### src/rtl/spi_host_ctrl.sv
// spi_host_ctrl -- SPI host for a simple 7-bit-address byte memory.
//
// Each transaction sends one 16-bit frame {addr[6:0], rw, data[7:0]}, MSB
// first, using SPI mode 0 timing. For reads the data byte is sent as zeros,
// and miso is captured during SCLK periods 9..16.
//
// Ports
//   clk       system clock (single clock domain)
//   reset     synchronous, active-high reset
//   req       transaction request; accepted only while idle
//   rw        1 = read, 0 = write (latched at accept)
//   addr      7-bit memory address (latched at accept)
//   wdata     write data byte (latched at accept)
//   busy      high from accept through the done cycle
//   done      one-cycle completion pulse
//   rdata     result of the most recent completed read
//   sclk_pin  SPI serial clock (idles low)
//   cs_pin    SPI chip select, active low
//   mosi_pin  serial data to the memory
//   miso_pin  serial data from the memory
module spi_host_ctrl #(
  parameter int HALF_PERIOD = 3
) (
  input  logic       clk,
  input  logic       reset,
  input  logic       req,
  input  logic       rw,
  input  logic [6:0] addr,
  input  logic [7:0] wdata,
  output logic       busy,
  output logic       done,
  output logic [7:0] rdata,
  output logic       sclk_pin,
  output logic       cs_pin,
  output logic       mosi_pin,
  input  logic       miso_pin
);

  localparam int PW = (HALF_PERIOD > 1) ? $clog2(HALF_PERIOD) : 1;
  localparam logic [PW-1:0] PH_LAST = PW'(HALF_PERIOD - 1);

  typedef enum logic [2:0] {IDLE, SETUP, SHIFT, HOLD, DONE} state_t;

  state_t      state;
  logic [PW-1:0] phase;
  logic [4:0]  bit_cnt;   // completed SCLK periods, 0..16
  logic [15:0] tx_sh;
  logic [7:0]  rx_sh;
  logic        rw_q;
  logic        phase_end;

  assign phase_end = (phase == PH_LAST);

  always_ff @(posedge clk) begin
    if (reset) begin
      state    <= IDLE;
      phase    <= '0;
      bit_cnt  <= '0;
      tx_sh    <= '0;
      rx_sh    <= '0;
      rw_q     <= 1'b0;
      busy     <= 1'b0;
      done     <= 1'b0;
      rdata    <= 8'h00;
      sclk_pin <= 1'b0;
      cs_pin   <= 1'b1;
      mosi_pin <= 1'b0;
    end else begin
      case (state)
        IDLE: begin
          done     <= 1'b0;
          sclk_pin <= 1'b0;
          phase    <= '0;
          bit_cnt  <= '0;
          if (req) begin
            // Read frames carry zeros in the data byte.
            tx_sh    <= {addr, rw, (rw ? 8'h00 : wdata)};
            mosi_pin <= addr[6];
            rw_q     <= rw;
            busy     <= 1'b1;
            cs_pin   <= 1'b0;
            state    <= SETUP;
          end else begin
            busy     <= 1'b0;
            cs_pin   <= 1'b1;
            mosi_pin <= 1'b0;
          end
        end

        SETUP: begin
          if (phase_end) begin
            phase    <= '0;
            sclk_pin <= 1'b1;
            state    <= SHIFT;
          end else begin
            phase <= phase + 1'b1;
          end
        end

        // Each period is a high half then a low half; the low half of the
        // 16th period is still spent here before moving on to HOLD.
        SHIFT: begin
          if (!phase_end) begin
            phase <= phase + 1'b1;
          end else begin
            phase <= '0;
            if (sclk_pin) begin
              sclk_pin <= 1'b0;
              tx_sh    <= {tx_sh[14:0], 1'b0};
              mosi_pin <= tx_sh[14];
              bit_cnt  <= bit_cnt + 5'd1;
            end else if (bit_cnt == 5'd16) begin
              state <= HOLD;
            end else begin
              sclk_pin <= 1'b1;
              // bit_cnt 8..15 here means this rise opens period 9..16.
              if (rw_q && (bit_cnt >= 5'd8)) begin
                rx_sh <= {rx_sh[6:0], miso_pin};
              end
            end
          end
        end

        HOLD: begin
          if (phase_end) begin
            phase  <= '0;
            cs_pin <= 1'b1;
            done   <= 1'b1;
            if (rw_q) begin
              rdata <= rx_sh;
            end
            state <= DONE;
          end else begin
            phase <= phase + 1'b1;
          end
        end

        DONE: begin
          done  <= 1'b0;
          busy  <= 1'b0;
          state <= IDLE;
        end

        default: state <= IDLE;
      endcase
    end
  end

endmodule
### config.mk
export PLATFORM = sky130hd
export DESIGN_NAME = spi_host_ctrl
export DESIGN_NICKNAME = d
export VERILOG_FILES = /design/src/rtl/spi_host_ctrl.sv
export SDC_FILE = /design/constraint.sdc
export NUM_CORES = 1
export LEC_CHECK = 0
export ABC_AREA = 1
export BUFFER_PORTS_ARGS = -buffer_cell sky130_fd_sc_hd__clkbuf_2
export CORE_ASPECT_RATIO = 1.75
export CORE_UTILIZATION = 40
export CTS_CLUSTER_DIAMETER = 30
export CTS_CLUSTER_SIZE = 30
export DETAILED_ROUTE_END_ITERATION = 10
export GPL_TIMING_DRIVEN = 0
export PLACE_DENSITY_LB_ADDON = 0.1
export SLEW_MARGIN = 40
export SYNTH_ARGS = -nofsm -noshare
export SYNTH_HDL_FRONTEND = slang
export SYNTH_SLANG_ARGS = --single-unit
### constraint.sdc
create_clock -name clk -period 3.85 [get_ports clk]
set_input_delay 0.1925 -clock clk [delete_from_list [all_inputs] [get_ports clk]]
set_output_delay 0.1925 -clock clk [all_outputs]
set_load 0.02 [all_outputs]
==> qor.yml, run 1 <==
timing:
  finalWorstSetupSlack_ns: 2.221
  setup_viol: 0
  worst_pin_slew_ns: 0.5604
  period_needed_ns: 1.629
  slew_viol_final: 0
  fin_skew_ns: 0.009906
  fin_tns_setup_ns: 0
  finalCritPeriodShare: 0.4231
  rsz0062_at_grt: "false"
  max_slew_margin: 0.6250
  finalHoldViolCount: 0
  fmax_mhz: 613.9
power_and_ir_drop:
  p_per_area_nw_per_um2: 614.8
  p_leak_nw: 1.236
  ir_drop_mv: 0.2697
floorplanning:
  io_pins: 33
  dieWidth_um: 59.15
  dieArea_um2: 6033
  core_um2: 5540
  rows: 36
  die_h_um: 102.0
  floorplan.initialDensity: 0.4126
synth:
  ys_top_cells_by_area: "dfxtp_1, nor2_1, nand2_1"
  seq_area_frac_synth: 0.4116
  synthCells: 355
  synth_top_area_share: 0.4116
  synth_fp_nets: 377
  ys_warn_count: 0
  mappedNetlistArea_um2: 2286
  avgSynthCellArea_um2: 6.439
  yosysUniqueCellTypes: 19
  synth_seq_cells: 47
  synth_top_area_cell: "dfxtp_1"
min_path:
  hp-class: "in2reg"
final_layout:
  area_delta_synth_final_pct: 16.09
  final_cell_mix: "nor2_1, nand2_1, dfxtp_1"
  layout.cell_area.non_filler_um2: 2654
  final_util: 0.4790
  finalNonFillerCells: 470
  final_nets: 415
  num_antenna_cells: 0
  layout_commonest_cell: "nor2_1"
  layout-drive-gt1-share: 0.1472
placed_design:
  gp_congestion: 0.8528
  post-place-ws_ns: 2.213
  hpwl_mm: 4.040
  port_buffers: 31
  placed_area_um2: 2536
  dp_cells: 462
setup_path:
  critPathMaxFanout: 9
  cp-start-kind: "flip-flop"
  crit_type: "reg2reg"
  crit_path_end_kind: "flip-flop"
  critPathRequiredTime_ns: 4.06
  crit_arrival_ns: 1.84
drt:
  dr.pass1.iters: 4
  finalWirelength_mm: 5.257
  vias: 2213
  routedWlPerCell_um: 11.19
  post-route-drc-count: 0
  drt_iter0_drc: 84
  ant_nets: 0
  vias_per_cell: 4.709
clocking:
  clk_pin_slew_ns: 0.09
  cts_buffer_depth: 2
  cts_buffers: 5
  clkLatencyLatePin_ns: 0.31
  post_cts_buffers: 0
  ctsResizeCount: 0
  clockRootBuffer: "clkbuf_8"
  htreeDepth: 2
  tritoncts: "done"
  cts.sinks: 47
  holdBufCountCts: 0
global_routing:
  antenna_found_initial: 0
  grt-ovfl-total: 0
  grt_max_degree: 15
  grt_first_pass_wirelength_mm: 8.811
  grt_pass1_vias: 1996
  track_usage: 0.1915
status:
  outcome: "complete, no violations"
job:
  cap_violations: 0
## flip-flops by register name, summed over array words and instances, names as in the netlist, 2 cells and up
| signal | count |
|---|---|
| rdata | 8 |
| bit_cnt | 5 |
| phase | 2 |
| state | 3 |
| tx_sh | 15 |
| rx_sh | 8 |
## final cells by class
class | count | area [um2]
Multi-Input combinational cell | 249 | 1112
Timing Repair Buffer | 31 | 155.1
Sequential cell | 47 | 940.9
Inverter | 48 | 180.2
Buffer | 11 | 52.55
Tap cell | 76 | 95.09
Fill cell | 613 | 2887
Clock inverter | 2 | 35.03
Clock buffer | 6 | 82.58
## cell usage after synthesis (all sizes together)
| master | instances |
|---|---|
| nand2 | 66 |
| a21oi | 10 |
| clkinv | 1 |
| nand4 | 2 |
| nand3 | 43 |
| nor2 | 92 |
| o21ai | 33 |
| clkbuf | 6 |
| inv | 47 |
| buf | 5 |
| xor2 | 1 |
| dfxtp | 47 |
| ha | 2 |
## report_power, final
part | switching, mW | internal [mW]
sequential | 0.0565 | 0.569
clock | 0.169 | 0.210
combinational | 0.422 | 0.205
## logic make-up after synthesis
kind of cell / count (synthesis) / share of synthesized area
simple gates: 203 / 0.3777
buf+inv: 59 / 0.1018
flops: 47 / 0.4116
compound gates: 43 / 0.09414
fa+ha+maj: 2 / 0.01095
xor+xnor: 1 / 0.003832
## metal layers
layer | share of wire | up-vias | track usage
met2 | 0.56 | 47 | 0.3794
met5 | 0 | - | 0
li1 | - | 1180 | -
met4 | 0.017 | 0 | 0.07875
met3 | 0.036 | 8 | 0.02911
met1 | 0.39 | 978 | 0.1887
## critical path, cell delays in order (launching register included)
cell	delay, ns
dfxtp_1	0.38
inv_1	0.09
ha_1	0.22
nand2_1	0.07
nor2_1	0.06
nor2_1	0.44
nand3_1	0.15
nand2_1	0.09
nor2_1	0.04
## stage by stage
| step | hold slack (ns) | power (mW) |
|---|---|---|
| global route | 0.2369 | 1.758 |
| CTS | 0.2160 | 1.649 |
| floorplan | 0.4128 | 1.106 |
| finish | 0.2089 | 1.632 |
| global placement | 0.4541 | 1.264 |
| detailed placement | 0.4568 | 1.268 |
## path summary, 6_finish.rpt
| kind | startpoint | endpoint | slack [ns] | depth (start not counted) |
|---|---|---|---|---|
| max | bit_cnt[0]$_SDFFE_PP0P_ | rx_sh[0]$_SDFFE_PP0P_ | 2.22 | 8 |
| min | miso_pin | rx_sh[0]$_SDFFE_PP0P_ | 0.21 | 5 |
| max reg2reg | bit_cnt[0]$_SDFFE_PP0P_ | rx_sh[0]$_SDFFE_PP0P_ | 2.22 | 8 |
| min reg2reg | busy$_SDFFE_PP0P_ | busy$_SDFFE_PP0P_ | 0.47 | 2 |
No activity file was read; power rests on OpenSTA's default activity.
==> run 2, diff against run 1 <==
- clock period: 3.85 -> 1.6 ns (I/O delays scaled with it)
==> qor.yml, run 2 (synthesis gave the netlist of run 1 again) <==
timing:
  period_needed_ns: 1.473  # was 1.629 ns
  rsz0062_at_grt: "false"  # unchanged
  fmax_mhz: 678.9  # was 613.9 MHz
  fin_tns_setup_ns: 0  # unchanged
  finalWorstSetupSlack_ns: 0.1270  # was 2.221 ns
  max_slew_margin: 0.6896  # was 0.6250
  finalHoldViolCount: 0  # unchanged
  fin_skew_ns: 0.009888  # was 0.009906 ns
  slew_viol_final: 0  # unchanged
  setup_viol: 0  # unchanged
  worst_pin_slew_ns: 0.4656  # was 0.5604 ns
  holdWs_ns: 0.09683  # was 0.2089 ns
  finalCritPeriodShare: 0.9206  # was 0.4231
clocking:
  cts_buffers: 5  # unchanged
  cts_buffer_depth: 2  # unchanged
  clkLatencyLatePin_ns: 0.31  # about the same
  clockRootBuffer: "clkbuf_8"  # unchanged
  cts.sinks: 47  # unchanged
  post_cts_buffers: 0  # unchanged
  htreeDepth: 2  # unchanged
  tritoncts: "done"  # unchanged
  clk_pin_slew_ns: 0.09  # about the same
power_and_ir_drop:
  p_per_area_nw_per_um2: 1479  # was 614.8 nW/um2
  p_leak_nw: 1.244  # was 1.236 nW
  ir_drop_mv: 0.6533  # was 0.2697 mV
global_routing:
  grt_max_degree: 15  # unchanged
  antenna_found_initial: 0  # unchanged
  grt_pass1_vias: 1996  # unchanged
  grt_first_pass_wirelength_mm: 8.811  # unchanged
  grt-ovfl-total: 0  # unchanged
  track_usage: 0.1915  # unchanged
final_layout:
  final_nets: 415  # unchanged
  nFillCells: 616  # was 613
  layout_commonest_cell: "nor2_1"  # unchanged
  finalNonFillerCells: 470  # unchanged
  largest_register_ffs: 15  # unchanged
  multiInputGateArea_um2: 1135  # was 1112 um2
  layout.area.seq_um2: 943.4  # was 940.9 um2
  area_delta_synth_final_pct: 17.24  # was 16.09%
  reg.largest.list: "tx_sh (15), rdata (8), rx_sh (8)"  # unchanged
  final_cell_mix: "nor2_1, nand2_1, inv_1, dfxtp_1, nand3_1"  # was nor2_1, nand2_1, dfxtp_1
  layout-drive-gt1-share: 0.1624  # was 0.1472
  num_antenna_cells: 0  # unchanged
  regMostFlops: "tx_sh"  # unchanged
  final_util: 0.4837  # was 0.4790
drt:
  vias_per_cell: 4.685  # was 4.709
  vias: 2202  # was 2213
  post-route-drc-count: 0  # unchanged
  finalWirelength_mm: 5.250  # was 5.257 mm
  drt_iter0_drc: 85  # was 84
  dr.pass1.iters: 4  # unchanged
  ant_nets: 0  # unchanged
  routedWlPerCell_um: 11.17  # was 11.19 um
status:
  outcome: "complete, no violations"  # unchanged
placed_design:
  dp_cells: 462  # unchanged
  gp_congestion: 0.8528  # unchanged
  post-place-ws_ns: -0.03692  # was 2.213 ns
  hpwl_mm: 4.040  # unchanged
  port_buffers: 31  # unchanged
min_path:
  hp-class: "in2reg"  # unchanged
  hold_depth: 5  # unchanged
  hold_start: "miso_pin"  # unchanged
  holdPathEnd: "rx_sh[0]$_SDFFE_PP0P_"  # unchanged
job:
  cap_violations: 0  # unchanged
setup_path:
  path_delay_family: "simple AND/OR/NAND/NOR gates"  # unchanged
  rr_worst_depth: 8  # unchanged
  crit_path_end_kind: "flip-flop"  # unchanged
  cp-start-kind: "flip-flop"  # unchanged
  r2r_setup_slack_ns: 0.13  # was 2.22 ns
  slowest_stage: "dfxtp_1"  # was nor2_1
  cp_slowest_stage_delay_ns: 0.34  # was 0.44 ns
  critPathMaxFanout: 10  # was 9
  worst-path-buf-inv: 2  # was 1
  critPathRequiredTime_ns: 1.80  # was 4.06 ns
  crit_arrival_ns: 1.67  # was 1.84 ns
  path_cells: "inv_1 > nor2_4 > nand3_1 > nor2_2 > nor2_4 > buf_4 > nor2_1 > nor2_1"  # was inv_1 > ha_1 > nand2_1 > nor2_1 > nor2_1 > nand3_1 > nand2_1 > nor2_1
  crit_type: "reg2reg"  # unchanged
  rr_startpoint: "phase[1]$_SDFFE_PP0P_"  # was bit_cnt[0]$_SDFFE_PP0P_
  r2r-end: "tx_sh[13]$_SDFFE_PP0P_"  # was rx_sh[0]$_SDFFE_PP0P_
floorplanning:
  die_h_um: 102.0  # unchanged
  io_pins: 33  # unchanged
  dieWidth_um: 59.15  # unchanged
  dieArea_um2: 6033  # unchanged
  core_um2: 5540  # unchanged
  rows: 36  # unchanged
  floorplan.initialDensity: 0.4126  # unchanged
run 2: cell types whose count changed in the layout (fill, tap and decap cells not counted):
cell	before	now
clkbuf_1	6	5
clkbuf_2	31	32
dfxtp_1	47	45
dfxtp_2	0	2
nor2_1	84	81
nor2_4	2	5
run 2: timing repair:
action,4_1_cts,5_1_grt
resized for setup,2,8
endpoints found under the setup margin,8,30
hold buffers,0,0
run 2: cell type report:
cell class	count	share of cell area
Sequential cell	47	0.3520
Buffer	11	0.02007
Inverter	48	0.06723
Tap cell	76	0.03548
Clock buffer	6	0.03081
Timing Repair Buffer	31	0.05789
Clock inverter	2	0.01307
Multi-Input combinational cell	249	0.4234
run 2: worst reg2reg max path: cells and delay by family (launching register included):
| family | cells | cell delay [ns] |
|---|---|---|
| and+or+nand+nor | 6 | 0.75 |
| buffers and inverters | 2 | 0.28 |
| DFF | 1 | 0.34 |
run 2: worst max-delay path by stage:
stage | from | endpoint | slack [ns] | cells past startpoint
final | phase[1]$_SDFFE_PP0P_ | tx_sh[13]$_SDFFE_PP0P_ | 0.13 | 8
after global routing | bit_cnt[0]$_SDFFE_PP0P_ | rx_sh[5]$_SDFFE_PP0P_ | 0.001 | 8
after CTS | phase[1]$_SDFFE_PP0P_ | tx_sh[13]$_SDFFE_PP0P_ | 0.03 | 8
after detailed placement | bit_cnt[0]$_SDFFE_PP0P_ | rx_sh[0]$_SDFFE_PP0P_ | -0.04 | 8
after global placement | phase[1]$_SDFFE_PP0P_ | rx_sh[7]$_SDFFE_PP0P_ | -0.04 | 7
after floorplan | bit_cnt[0]$_SDFFE_PP0P_ | rx_sh[0]$_SDFFE_PP0P_ | 0.27 | 8
run 2: metrics by stage:
step                      power (mW)  area [um2]
after floorplan                2.662        2286
after global placement         3.043        2536
after detailed placement       3.051        2536
after CTS                      3.973        2659
after global routing           4.274        2680
final                          3.964        2680
run 2: where the power goes:
group | switching [mW] | internal, mW
logic | 1.02 | 0.511
registers | 0.153 | 1.37
clock network | 0.406 | 0.506
total | 1.57 | 2.39
run 2: routing by layer:
layer  GRT usage  wire [um]
met2      0.3794       2910
met3     0.02911        183
met1      0.1887       2066
met4     0.07875         89
met5           0          0
